### config.mk
export PLATFORM = sky130hd
export DESIGN_NAME = serial_magnitude_comparator
export DESIGN_NICKNAME = d
export VERILOG_FILES = /design/src/rtl/serial_magnitude_comparator_pkg.sv /design/src/rtl/serial_magnitude_comparator.sv
export SDC_FILE = /design/constraint.sdc
export NUM_CORES = 1
export LEC_CHECK = 0
export ABC_AREA = 1
export CORE_MARGIN = 10
export CORE_UTILIZATION = 54
export CTS_BUF_LIST = sky130_fd_sc_hd__clkbuf_16
export DETAILED_ROUTE_END_ITERATION = 10
export DONT_BUFFER_PORTS = 1
export PLACE_DENSITY = 0.8
export SLEW_MARGIN = 20
export SYNTH_ARGS = -nofsm -noshare
export SYNTH_HDL_FRONTEND = slang
export SYNTH_SLANG_ARGS = --single-unit
### constraint.sdc
create_clock -name clk -period 1.15 [get_ports clk]
set_input_delay 0.0575 -clock clk [delete_from_list [all_inputs] [get_ports clk]]
set_output_delay 0.0575 -clock clk [all_outputs]
set_load 0.01 [all_outputs]
### src/rtl/serial_magnitude_comparator_pkg.sv
// Shared types and result encodings for the comparator family.
// The one-hot result codes are also used by the parallel comparator's bench.
package cmp_pkg;

   typedef enum logic [1:0] {
      IDLE  = 2'd0,
      SHIFT = 2'd1,
      DONE  = 2'd2
   } cmp_state_t;

   localparam logic [2:0] CMP_GT   = 3'b100;
   localparam logic [2:0] CMP_LT   = 3'b010;
   localparam logic [2:0] CMP_EQ   = 3'b001;
   localparam logic [2:0] CMP_NONE = 3'b000;

endpackage : cmp_pkg

### src/rtl/serial_magnitude_comparator.sv
// Bit-serial MSB-first unsigned magnitude comparator with a start/ready handshake.
// Flags are one-hot, registered and held until the next accepted start or clear.
module serial_magnitude_comparator
   import cmp_pkg::*;
#(
   parameter int WIDTH      = 4,
   parameter bit EARLY_EXIT = 1'b0
) (
   input  logic             clk,
   input  logic             rst_n,
   input  logic             start,
   input  logic             clear,
   input  logic [WIDTH-1:0] a,
   input  logic [WIDTH-1:0] b,
   output logic             ready,
   output logic             busy,
   output logic             done,
   output logic             result_valid,
   output logic             a_gt_b,
   output logic             a_lt_b,
   output logic             a_eq_b
);

   localparam int CW = $clog2(WIDTH);

   cmp_state_t       state_q, state_d;
   logic [WIDTH-1:0] a_sh_q, a_sh_d;
   logic [WIDTH-1:0] b_sh_q, b_sh_d;
   logic [CW-1:0]    cnt_q, cnt_d;
   logic             decided_q, decided_d;
   logic             gt_int_q, gt_int_d;
   logic             lt_int_q, lt_int_d;
   logic [2:0]       res_q, res_d;
   logic             valid_q, valid_d;
   logic             done_q, done_d;
   logic             ready_q, ready_d;
   logic             busy_q, busy_d;

   logic             a_bit_s;
   logic             bit_diff_s;
   logic             first_hit_s;
   logic             decided_next_s;
   logic             gt_next_s;
   logic             lt_next_s;

   assign a_bit_s        = a_sh_q[WIDTH-1];
   assign bit_diff_s     = a_sh_q[WIDTH-1] ^ b_sh_q[WIDTH-1];
   assign first_hit_s    = ~decided_q & bit_diff_s;
   assign decided_next_s = decided_q | bit_diff_s;
   assign gt_next_s      = first_hit_s ? a_bit_s  : gt_int_q;
   assign lt_next_s      = first_hit_s ? ~a_bit_s : lt_int_q;

   // Next-state, datapath and registered-output logic.
   always_comb begin
      state_d   = state_q;
      a_sh_d    = a_sh_q;
      b_sh_d    = b_sh_q;
      cnt_d     = cnt_q;
      decided_d = decided_q;
      gt_int_d  = gt_int_q;
      lt_int_d  = lt_int_q;
      res_d     = res_q;
      valid_d   = valid_q;
      done_d    = 1'b0;

      if (clear) begin
         state_d = IDLE;
         valid_d = 1'b0;
         res_d   = CMP_NONE;
      end else begin
         case (state_q)
            IDLE, DONE: begin
               if (start) begin
                  state_d   = SHIFT;
                  a_sh_d    = a;
                  b_sh_d    = b;
                  cnt_d     = CW'(WIDTH - 1);
                  decided_d = 1'b0;
                  gt_int_d  = 1'b0;
                  lt_int_d  = 1'b0;
                  valid_d   = 1'b0;
                  res_d     = CMP_NONE;
               end else begin
                  state_d = state_q;
               end
            end
            SHIFT: begin
               a_sh_d    = {a_sh_q[WIDTH-2:0], 1'b0};
               b_sh_d    = {b_sh_q[WIDTH-2:0], 1'b0};
               cnt_d     = (cnt_q != {CW{1'b0}}) ? (cnt_q - CW'(1)) : cnt_q;
               decided_d = decided_next_s;
               gt_int_d  = gt_next_s;
               lt_int_d  = lt_next_s;
               // The exit edge already folds in the bit being examined this cycle.
               if ((cnt_q == {CW{1'b0}}) || (EARLY_EXIT && first_hit_s)) begin
                  state_d = DONE;
                  done_d  = 1'b1;
                  valid_d = 1'b1;
                  if (!decided_next_s) begin
                     res_d = CMP_EQ;
                  end else if (gt_next_s) begin
                     res_d = CMP_GT;
                  end else begin
                     res_d = CMP_LT;
                  end
               end else begin
                  state_d = SHIFT;
               end
            end
            default: begin
               state_d = IDLE;
               valid_d = 1'b0;
               res_d   = CMP_NONE;
            end
         endcase
      end

      ready_d = (state_d != SHIFT);
      busy_d  = (state_d == SHIFT);
   end

   // State and datapath registers.
   always_ff @(posedge clk or negedge rst_n) begin
      if (!rst_n) begin
         state_q   <= IDLE;
         a_sh_q    <= {WIDTH{1'b0}};
         b_sh_q    <= {WIDTH{1'b0}};
         cnt_q     <= {CW{1'b0}};
         decided_q <= 1'b0;
         gt_int_q  <= 1'b0;
         lt_int_q  <= 1'b0;
         res_q     <= CMP_NONE;
         valid_q   <= 1'b0;
         done_q    <= 1'b0;
         ready_q   <= 1'b1;
         busy_q    <= 1'b0;
      end else begin
         state_q   <= state_d;
         a_sh_q    <= a_sh_d;
         b_sh_q    <= b_sh_d;
         cnt_q     <= cnt_d;
         decided_q <= decided_d;
         gt_int_q  <= gt_int_d;
         lt_int_q  <= lt_int_d;
         res_q     <= res_d;
         valid_q   <= valid_d;
         done_q    <= done_d;
         ready_q   <= ready_d;
         busy_q    <= busy_d;
      end
   end

   assign ready        = ready_q;
   assign busy         = busy_q;
   assign done         = done_q;
   assign result_valid = valid_q;
   assign a_gt_b       = |(res_q & CMP_GT);
   assign a_lt_b       = |(res_q & CMP_LT);
   assign a_eq_b       = |(res_q & CMP_EQ);

endmodule : serial_magnitude_comparator

==> results of run 1 <==
-- cell usage in the layout (no fill, tap or decap) --
master,Yosys,routed
a21oi_2,0,2
o21ai_1,0,3
nor2_2,0,2
dfstp_2,1,1
clkbuf_16,0,3
dlygate4sd3_1,0,4
inv_2,0,4
nand2_2,2,3
ha_4,0,1
a21oi_1,3,1
nor2_4,1,3
nand3_2,1,1
buf_6,1,1
dlymetal6s4s_1,0,1
buf_12,0,1
nand2_1,52,49
o21ai_0,8,5
dfrtp_1,20,18
nand2_4,1,3
clkinvlp_4,0,2
dfrtp_2,0,2
buf_4,1,6
nand3_1,2,2
inv_1,16,12
o21ai_2,6,6
nor2_1,7,3
-- cell type report --
class / instances / area, sq um / area share, %
Sequential cell: 21 / 529.3 / 40.91
Multi-Input combinational cell: 84 / 454.2 / 35.11
Timing Repair Buffer: 13 / 128.9 / 9.961
Clock buffer: 3 / 75.07 / 5.803
Inverter: 16 / 63.81 / 4.932
Tap cell: 25 / 31.28 / 2.418
Timing Repair inverter: 1 / 7.507 / 0.5803
Clock inverter: 1 / 3.754 / 0.2901
-- worst max-delay path: cells and delay by family (launching register included) --
| family | cells | cell delay (ns) |
|---|---|---|
| AND/OR/NAND/NOR | 3 | 0.32 |
| buffers and inverters | 2 | 0.23 |
| AO/OA/AOI/OAI | 1 | 0.05 |
| flip-flops | 1 | 0.46 |
-- where the power goes --
part / internal (mW) / leakage [nW] / switching, mW
clock network: 0.463 / 0.0423 / 0.250
logic: 0.377 / 0.356 / 0.511
registers: 0.931 / 0.267 / 0.125
total: 1.77 / 0.665 / 0.885
-- timing repair --
| item | 4_1_cts | 5_1_grt |
|---|---|---|
| setup endpoints to repair | 8 | 17 |
| hold endpoints to repair | 25 | 1 |
| pin swaps | 3 | 4 |
| buffers inserted | 2 | 2 |
| gates resized for setup | 6 | 22 |
| hold buffers | 4 | 1 |
| gates cloned | 1 | 0 |
-- routing by layer --
metal	vias to the layer above	GRT usage, %	routed length, um
met4	0	6.704	30
met5	-	0	0
met3	2	4.417	125
met1	361	12.45	979
li1	411	-	-
met2	21	17.77	1101
-- flip-flops by register name, summed over array words and instances, names as in the netlist --
| register | count |
|---|---|
| decided_q | 1 |
| busy | 1 |
| ready | 1 |
| cnt_q | 2 |
| gt_int_q | 1 |
| result_valid | 1 |
| state_q | 2 |
| res_q | 3 |
| done | 1 |
| a_sh_q | 4 |
| b_sh_q | 4 |
-- cell families after synthesis --
logic type                 count (synthesis)
DFF                                       21
adders and majority gates                  1
buffers and inverters                     18
and+or+nand+nor                           66
AOI/OAI and AO/OA                         17
-- metrics by stage --
step	instances	area [sq um]	setup TNS, ns
floorplan	123	1002	0
global route	164	1294	-0.5598
CTS	161	1220	-0.003522
finish	164	1294	-0.04115
global placement	150	1057	-0.1128
detailed placement	150	1057	-0.2646
-- worst min-delay path by stage --
stage	end	slack, ns	depth (start not counted)	startpoint
finish	cnt_q[1]$_DFFE_PN0P_	0.005	1	rst_n
global route	res_q[0]$_DFFE_PN0P_	0.02	3	clear
CTS	done$_DFF_PN0_	0.01	3	clear
detailed placement	cnt_q[0]$_DFFE_PN0P_	-0.24	0	rst_n
global placement	cnt_q[1]$_DFFE_PN0P_	-0.24	0	rst_n
floorplan	a_sh_q[0]$_DFFE_PN0P_	-0.24	0	rst_n
==> impl_metrics.json, run 1 <==
{
  "status": "finished with violations",
  "violations": "setup timing",
  "synth_top_flop_cell": "dfrtp_1",
  "syn-cell-area_sq_um": 1002,
  "vias_per_cell": 4.848,
  "syn-instance-count": 123,
  "io_pins": 19,
  "yosysWarnings": 0,
  "grt_pass1_wl_um": 3553,
  "final_max_slew_viol_count": 0,
  "max_stage_delay_ns": 0.46,
  "ir_worst_vdd_uv": 1447,
  "cts_buffer_depth": 2,
  "rr_worst_depth": 6,
  "p_total_mw": 2.655,
  "post_drt_wl_per_cell_um": 13.64,
  "die_height_um": 63.08,
  "p_leak_nw": 0.6654,
  "slowest_stage": "dfrtp_2",
  "synthTopCellsByArea": "dfrtp_1 (50%), nand2_1 (19%), inv_1 (6.0%), o21ai_2 (5.2%), o21ai_0 (4.0%)",
  "finalCritPeriodShare_pct": 101.4,
  "cts_buffers": 3,
  "via_count": 795,
  "clk_latency_ns": 0.25,
  "worstMarginPinSlew_ns": 0.8954,
  "routed_wirelength_um": 2237,
  "dr.pass1.iters": 4,
  "power_per_cell_area_nw_per_um2": 2052,
  "cts.sinks": 21,
  "synth_commonest_cells": "nand2_1 (52), dfrtp_1 (20), inv_1 (16)",
  "grt_pass1_vias": 798,
  "rows": 15,
  "crit_fanout": 6,
  "worstSetupEndpointType": "flip-flop",
  "nets": 153,
  "hpwl_um": 1374,
  "max_clock_freq_ghz": 0.8574,
  "synth_compound_area_share_pct": 10.74,
  "area_growth_pct": 29.09,
  "worstPathRequired_ns": 1.29,
  "yosys_register_bits": 21,
  "start_kind": "flip-flop",
  "drc": 0,
  "post-place-ws_ns": -0.05214,
  "clk_pin_slew_ns": 0.06,
  "endpoint": "b_sh_q[3]$_DFFE_PN0P_",
  "slew_headroom_pct": 40.30,
  "synth-seq-area-share_pct": 52.56,
  "syn-num-nets": 136,
  "fin_hold_ws_ns": 0.004818,
  "drtIter0Drc": 14,
  "reg2reg_to": "b_sh_q[3]$_DFFE_PN0P_",
  "synth_edf_count": 0,
  "synthXorXnorAreaFrac_pct": 0,
  "fin_worst_skew_ns": 0.002925,
  "final_util_pct": 74.12,
  "fillers": 136,
  "coreArea_sq_um": 1745,
  "min_period_ns": 1.166,
  "synth_mux_area_share_pct": 0,
  "ctsRootBufferMaster": "clkbuf_16",
  "gp_congestion": 0.7404,
  "maxCapViolations": 0,
  "avgSynthCellArea_sq_um": 8.148,
  "hold_violations": 0,
  "antennaDiodeCount": 0,
  "critPathLaunch": "state_q[0]$_DFF_PN0_",
  "r2r-start": "state_q[0]$_DFF_PN0_",
  "grt.overflow.total": 0,
  "antenna_found_initial": 0,
  "chipWidth_um": 63.08,
  "cts_tree": "yes",
  "synthArstFlopShare_pct": 100.0,
  "drive_above_1_share_pct": 29.50,
  "synthAdderAreaFrac_pct": 1.248,
  "post-synth-top-count-cell": "nand2_1",
  "h-tree-depth": 1,
  "hold_class": "input port to asynchronous set/reset pin",
  "postRouteAntennaNets": 0,
  "grt_max_degree": 22,
  "grt_setup_unrepaired": "true",
  "path_cells": "nor2_4 -> inv_2 -> nand2_4 -> clkinvlp_4 -> nand2_1 -> o21ai_2",
  "synth.distinct_cells": 16,
  "synth_top_family_by_area": "simple AND/OR/NAND/NOR gates",
  "post-route-worst-setup-slack_ns": -0.01635,
  "r2r_slack_ns": -0.02,
  "initial_core_util_pct": 57.42,
  "grt_use_total_pct": 11.24,
  "yosys.area.top_type": "dfrtp_1",
  "portBuffers": 0,
  "synth_top_area_share_pct": 49.94,
  "crit_arrival_ns": 1.31,
  "setup_viol": 4,
  "worstSetupPathType": "flip-flop to flip-flop",
  "synthSimpleGateAreaFrac_pct": 27.59,
  "die_area_sq_um": 3979
}
(Power assumes the default switching activity.)
==> run 2, diff against run 1 <==
--- a/config.mk
+++ b/config.mk
@@ -6,11 +6,11 @@
 export NUM_CORES = 1
 export LEC_CHECK = 0
 export ABC_AREA = 1
+export BUFFER_PORTS_ARGS = -buffer_cell sky130_fd_sc_hd__buf_2
 export CORE_MARGIN = 10
-export CORE_UTILIZATION = 54
+export CORE_UTILIZATION = 47
 export CTS_BUF_LIST = sky130_fd_sc_hd__clkbuf_16
 export DETAILED_ROUTE_END_ITERATION = 10
-export DONT_BUFFER_PORTS = 1
 export PLACE_DENSITY = 0.8
 export SLEW_MARGIN = 20
 export SYNTH_ARGS = -nofsm -noshare
==> run 2 against run 1 <==
  * The run still ends with setup timing left
  * Via count up 8.9%
  * Total power up 1.2%
  * Critical path depth unchanged
  * Clock power up 0.6%
  * Routed wire length is 0.22% higher
  * Combinational power grew 5.0%
  * Hold slack better by 0.060 ns
  * Cell area is 3.7% higher
  * Largest cell class unchanged
==> impl_metrics.json, run 2 (synthesis gave the netlist of run 1 again) <==
{
  "status": "finished with violations",
  "violations": "setup timing",
  "p_total_mw": 2.686,
  "fillers": 174,
  "r2r-start": "state_q[0]$_DFF_PN0_",
  "p_leak_nw": 0.7069,
  "max_stage_delay_ns": 0.46,
  "gp_congestion": 0.7456,
  "postRouteAntennaNets": 0,
  "wl_met1_um": 967,
  "r2r_slack_ns": -0.02,
  "antennaDiodeCount": 0,
  "rows": 16,
  "fin_hold_ws_ns": 0.06474,
  "grt_pass1_wl_um": 3484,
  "crit_fanout": 6,
  "drive_above_1_share_pct": 40.27,
  "nets": 163,
  "slowest_stage": "dfrtp_2",
  "cts_buffers": 3,
  "drtIter0Drc": 19,
  "setup_viol": 5,
  "cts_buffer_depth": 2,
  "hp-start": "b[0]",
  "area_growth_pct": 33.83,
  "hold_violations": 0,
  "largest_registers": "a_sh_q x4, b_sh_q x4, res_q x3",
  "worstSetupPathType": "flip-flop to flip-flop",
  "cts_tree": "yes",
  "topRoutingLayerUsed": "met4",
  "vias_per_cell": 4.920,
  "initial_core_util_pct": 50.06,
  "cts.sinks": 21,
  "worstMarginPinSlew_ns": 0.4722,
  "ir_worst_vdd_uv": 1253,
  "fin_worst_skew_ns": 0.001195,
  "die_height_um": 66.18,
  "maxCapViolations": 0,
  "mostFrequentLayoutCells": "nand2_1 (46), dfrtp_1 (18), buf_2 (18)",
  "ctsRootBufferMaster": "clkbuf_16",
  "final_max_slew_viol_count": 0,
  "route.met2.wl_um": 1041,
  "rr_worst_depth": 6,
  "h-tree-depth": 1,
  "grt_max_degree": 22,
  "grt_setup_unrepaired": "true",
  "chipWidth_um": 66.18,
  "post_dp_cell_area_sq_um": 1135,
  "power_per_cell_area_nw_per_um2": 2003,
  "reg2reg_to": "b_sh_q[2]$_DFFE_PN0P_",
  "worstPathRequired_ns": 1.29,
  "routed_wirelength_um": 2242,
  "clk_pin_slew_ns": 0.05,
  "path_cells": "nor2_4 -> inv_2 -> nand2_4 -> clkinvlp_4 -> nand2_1 -> o21ai_2",
  "dr.pass1.iters": 4,
  "drc": 0,
  "regArea_sq_um": 529.3,
  "die_area_sq_um": 4379,
  "wl_met3_um": 170,
  "crit_arrival_ns": 1.32,
  "slew_headroom_pct": 68.52,
  "grt_pass1_vias": 802,
  "via_count": 866,
  "hold_class": "input port to flip-flop",
  "io_pins": 19,
  "min_period_ns": 1.173,
  "post_drt_wl_per_cell_um": 12.74,
  "start_kind": "flip-flop",
  "post-route-worst-setup-slack_ns": -0.02288,
  "finalCritPeriodShare_pct": 102.0,
  "hpwl_um": 1518,
  "max_clock_freq_ghz": 0.8526,
  "whs_path_depth": 3,
  "multiInputGateArea_sq_um": 481.7,
  "min_to": "b_sh_q[0]$_DFFE_PN0P_",
  "layout_commonest_cell": "nand2_1",
  "stdcell_area_sq_um": 1341,
  "antenna_found_initial": 0,
  "clk_latency_ns": 0.25,
  "grt.overflow.total": 0,
  "worstSetupEndpointType": "flip-flop",
  "coreArea_sq_um": 2002,
  "grt_use_total_pct": 10.03,
  "portBuffers": 18
}
## run 2: changes by cell type in the layout (fill, tap and decap cells not counted), sizes merged
cell,change
buf,+14
dlygate4sd3,-3
dlymetal6s4s,-1
## run 2: report_power, final
part	switching [mW]	leakage (nW)	internal, mW
registers	0.109	0.267	0.929
logic	0.557	0.398	0.375
clock network	0.254	0.0423	0.463
## run 2: stage by stage
stage	util, %	TNS [ns]	worst slack [ns]	std cells
after floorplan	-	0	0.02604	123
after global placement	56.69	-0.1056	-0.02444	168
after detailed placement	56.69	-0.9307	-0.1139	168
after CTS	63.81	-0.02222	-0.01133	175
after global routing	67.00	-0.6040	-0.06109	176
final	67.00	-0.06133	-0.02288	176
## run 2: final cells by class
cell class,count,share of cell area [%]
timing repair buffer,23,10.91
timing repair inverter,1,0.5597
inverter,16,4.757
sequential,21,39.46
tap,27,2.519
clock inverter,1,0.2798
clock buffer,3,5.597
multi-input combinational,84,35.91
## run 2: how the worst max path moves through the flow
stage                                  to                  from  slack (ns)
finish              b_sh_q[2]$_DFFE_PN0P_  state_q[0]$_DFF_PN0_       -0.02
global route        a_sh_q[2]$_DFFE_PN0P_  state_q[0]$_DFF_PN0_       -0.06
CTS                 b_sh_q[0]$_DFFE_PN0P_  state_q[1]$_DFF_PN0_       -0.01
detailed placement  a_sh_q[2]$_DFFE_PN0P_  state_q[1]$_DFF_PN0_       -0.11
global placement    a_sh_q[3]$_DFFE_PN0P_  state_q[1]$_DFF_PN0_       -0.02
floorplan           a_sh_q[3]$_DFFE_PN0P_  state_q[0]$_DFF_PN0_        0.03
## run 2: timing repair
action                                  in CTS  in global routing
cloned                                       1                  0
endpoints found under the setup margin      15                 16
setup buffers                                1                  1
hold endpoints to repair                    20                  0
resized for setup                           14                 22
pin swaps                                    4                  8
hold buffers                                 1                  0
## run 2: worst max-delay path: cells and delay by family (launching register included)
family | cells | cell delay (ns)
AND/OR/NAND/NOR | 3 | 0.34
flip-flops | 1 | 0.46
AO/OA/AOI/OAI | 1 | 0.05
buffers and inverters | 2 | 0.21
## run 2: metal layers
metal  vias up  GRT usage [%]
met5         -              0
li1        431              -
met3         7          3.390
met1       402          11.24
met2        26          15.91
met4         0          6.283
==> run 3, diff against run 2 <==
--- a/config.mk
+++ b/config.mk
@@ -12,6 +12,7 @@
 export CTS_BUF_LIST = sky130_fd_sc_hd__clkbuf_16
 export DETAILED_ROUTE_END_ITERATION = 10
 export PLACE_DENSITY = 0.8
+export SETUP_SLACK_MARGIN = 0.15
 export SLEW_MARGIN = 20
 export SYNTH_ARGS = -nofsm -noshare
 export SYNTH_HDL_FRONTEND = slang
==> run 3 against run 2 <==
  * The run now ends clean
  * Critical path type unchanged
  * Hold slack got worse by 0.010 ns
  * Routed wire length up 2.5%
  * Sequential share of layout area decreased by 1.6 points
  * Via count up 0.46%
  * Global-route usage grew 1.3 points
  * Total power up 6.8%
  * Die area stayed put
  * Final cell count grew 3.4%
  * Critical endpoint is now cnt_q[0]$_DFFE_PN0P_
==> impl_metrics.json, run 3 (synthesis gave the netlist of run 1 again) <==
{
  "crit_arrival_ns": 1.26,
  "vias_per_cell": 4.780,
  "cts_buffer_depth": 2,
  "grt.overflow.total": 0,
  "die_area_sq_um": 4379,
  "p_leak_nw": 0.7506,
  "grt_pass1_wl_um": 3926,
  "largest_registers": "a_sh_q x4, b_sh_q x4, res_q x3",
  "cts.sinks": 21,
  "slew_headroom_pct": 69.55,
  "hold_class": "input port to flip-flop",
  "max_clock_freq_ghz": 0.8898,
  "setup_viol": 0,
  "dr.pass1.iters": 4,
  "finalCritPeriodShare_pct": 97.72,
  "antenna_found_initial": 0,
  "mostFrequentLayoutCells": "nand2_1 (41), dfrtp_1 (18), buf_2 (18)",
  "nets": 169,
  "worstSetupPathType": "flip-flop to flip-flop",
  "grt_pass1_vias": 937,
  "routed_wirelength_um": 2297,
  "layout_commonest_cell": "nand2_1",
  "start_kind": "flip-flop",
  "r2r_slack_ns": 0.03,
  "post-place-ws_ns": -0.04726,
  "power_per_cell_area_nw_per_um2": 2053,
  "io_pins": 19,
  "hpwl_um": 1394,
  "regArea_sq_um": 529.3,
  "cts_tree": "yes",
  "maxCapViolations": 0,
  "crit_fanout": 6,
  "initial_core_util_pct": 50.06,
  "portBuffers": 18,
  "coreArea_sq_um": 2002,
  "worstSetupEndpointType": "flip-flop",
  "worstMarginPinSlew_ns": 0.4568,
  "post-route-worst-setup-slack_ns": 0.02617,
  "grt_use_total_pct": 11.28,
  "fillers": 173,
  "fin_hold_ws_ns": 0.05425,
  "ctsRootBufferMaster": "clkbuf_16",
  "multiInputGateArea_sq_um": 490.5,
  "die_height_um": 66.18,
  "grt_setup_unrepaired": "true",
  "drc": 0,
  "post_drt_wl_per_cell_um": 12.62,
  "cts_buffers": 3,
  "antennaDiodeCount": 0,
  "area_growth_pct": 39.45,
  "fin_worst_skew_ns": 0.004335,
  "grt_max_degree": 22,
  "status": "complete, no violations",
  "rows": 16,
  "via_count": 870,
  "ir_worst_vdd_uv": 1326,
  "chipWidth_um": 66.18,
  "drtIter0Drc": 30,
  "clk_latency_ns": 0.25,
  "clk_pin_slew_ns": 0.05,
  "worstPathRequired_ns": 1.28,
  "min_period_ns": 1.124,
  "postRouteAntennaNets": 0,
  "h-tree-depth": 1,
  "gp_congestion": 0.7225,
  "hold_violations": 0,
  "fin_setup_tns_ns": 0,
  "drive_above_1_share_pct": 48.39,
  "final_max_slew_viol_count": 0
}
run 3: final timing paths:
kind / startpoint / end / depth (start not counted)
worst max-delay path: cnt_q[0]$_DFFE_PN0P_ / cnt_q[0]$_DFFE_PN0P_ / 7
worst min-delay path: a[0] / a_sh_q[0]$_DFFE_PN0P_ / 3
worst max register to register: cnt_q[0]$_DFFE_PN0P_ / cnt_q[0]$_DFFE_PN0P_ / 7
worst min register to register: res_q[0]$_DFFE_PN0P_ / res_q[0]$_DFFE_PN0P_ / 2
max in group asynchronous: rst_n / state_q[1]$_DFF_PN0_ / 2
min in group asynchronous: rst_n / result_valid$_DFFE_PN0P_ / 2
run 3: layer usage:
metal | routed length (um) | part of all wire (%) | global-route usage, % | up-vias
met5 | 0 | 0 | 0 | -
met4 | 27 | 1.2 | 5.759 | 0
met3 | 157 | 6.8 | 2.881 | 4
met2 | 1163 | 51 | 19.74 | 23
met1 | 949 | 41 | 12.17 | 401
li1 | - | - | - | 442
run 3: stage by stage:
| stage | instances | total power, mW | cell area [sq um] | utilization, % |
|---|---|---|---|---|
| 2_1_floorplan | 123 | 1.605 | 1025 | - |
| 3_3_place_gp | 167 | 1.742 | 1137 | 56.81 |
| 3_5_place_dp | 167 | 1.776 | 1137 | 56.81 |
| 4_1_cts | 178 | 2.645 | 1325 | 66.19 |
| 5_1_grt | 182 | 3.062 | 1398 | 69.81 |
| 6_report | 182 | 2.870 | 1398 | 69.81 |
run 3: where the power goes:
part           switching (mW)  internal (mW)
sequential              0.122          0.930
combinational           0.619          0.485
clock                   0.251          0.463
total                   0.992           1.88
run 3: critical path: stages, from the launching register on:
cell	delay [ns]
dfrtp_1	0.37
inv_2	0.08
ha_4	0.17
nor2_4	0.04
nand2_2	0.11
nand2_4	0.08
o21ai_1	0.08
o21ai_1	0.07
run 3: repair_timing:
item	CTS	global route
endpoints found under the setup margin	18	21
hold buffers	1	0
endpoints found under the hold margin	20	0
buffers inserted	6	4
pin swaps	7	4
resized for setup	15	20
run 3: area by class of cell:
cell class              count  area share [%]
flip-flops and latches     21           37.87
multi-input cells          84           35.09
repair buffers             30           14.50
clock buffers               3           5.372
inverters                  16           4.476
well taps                  27           2.417
clock inverters             1          0.2686
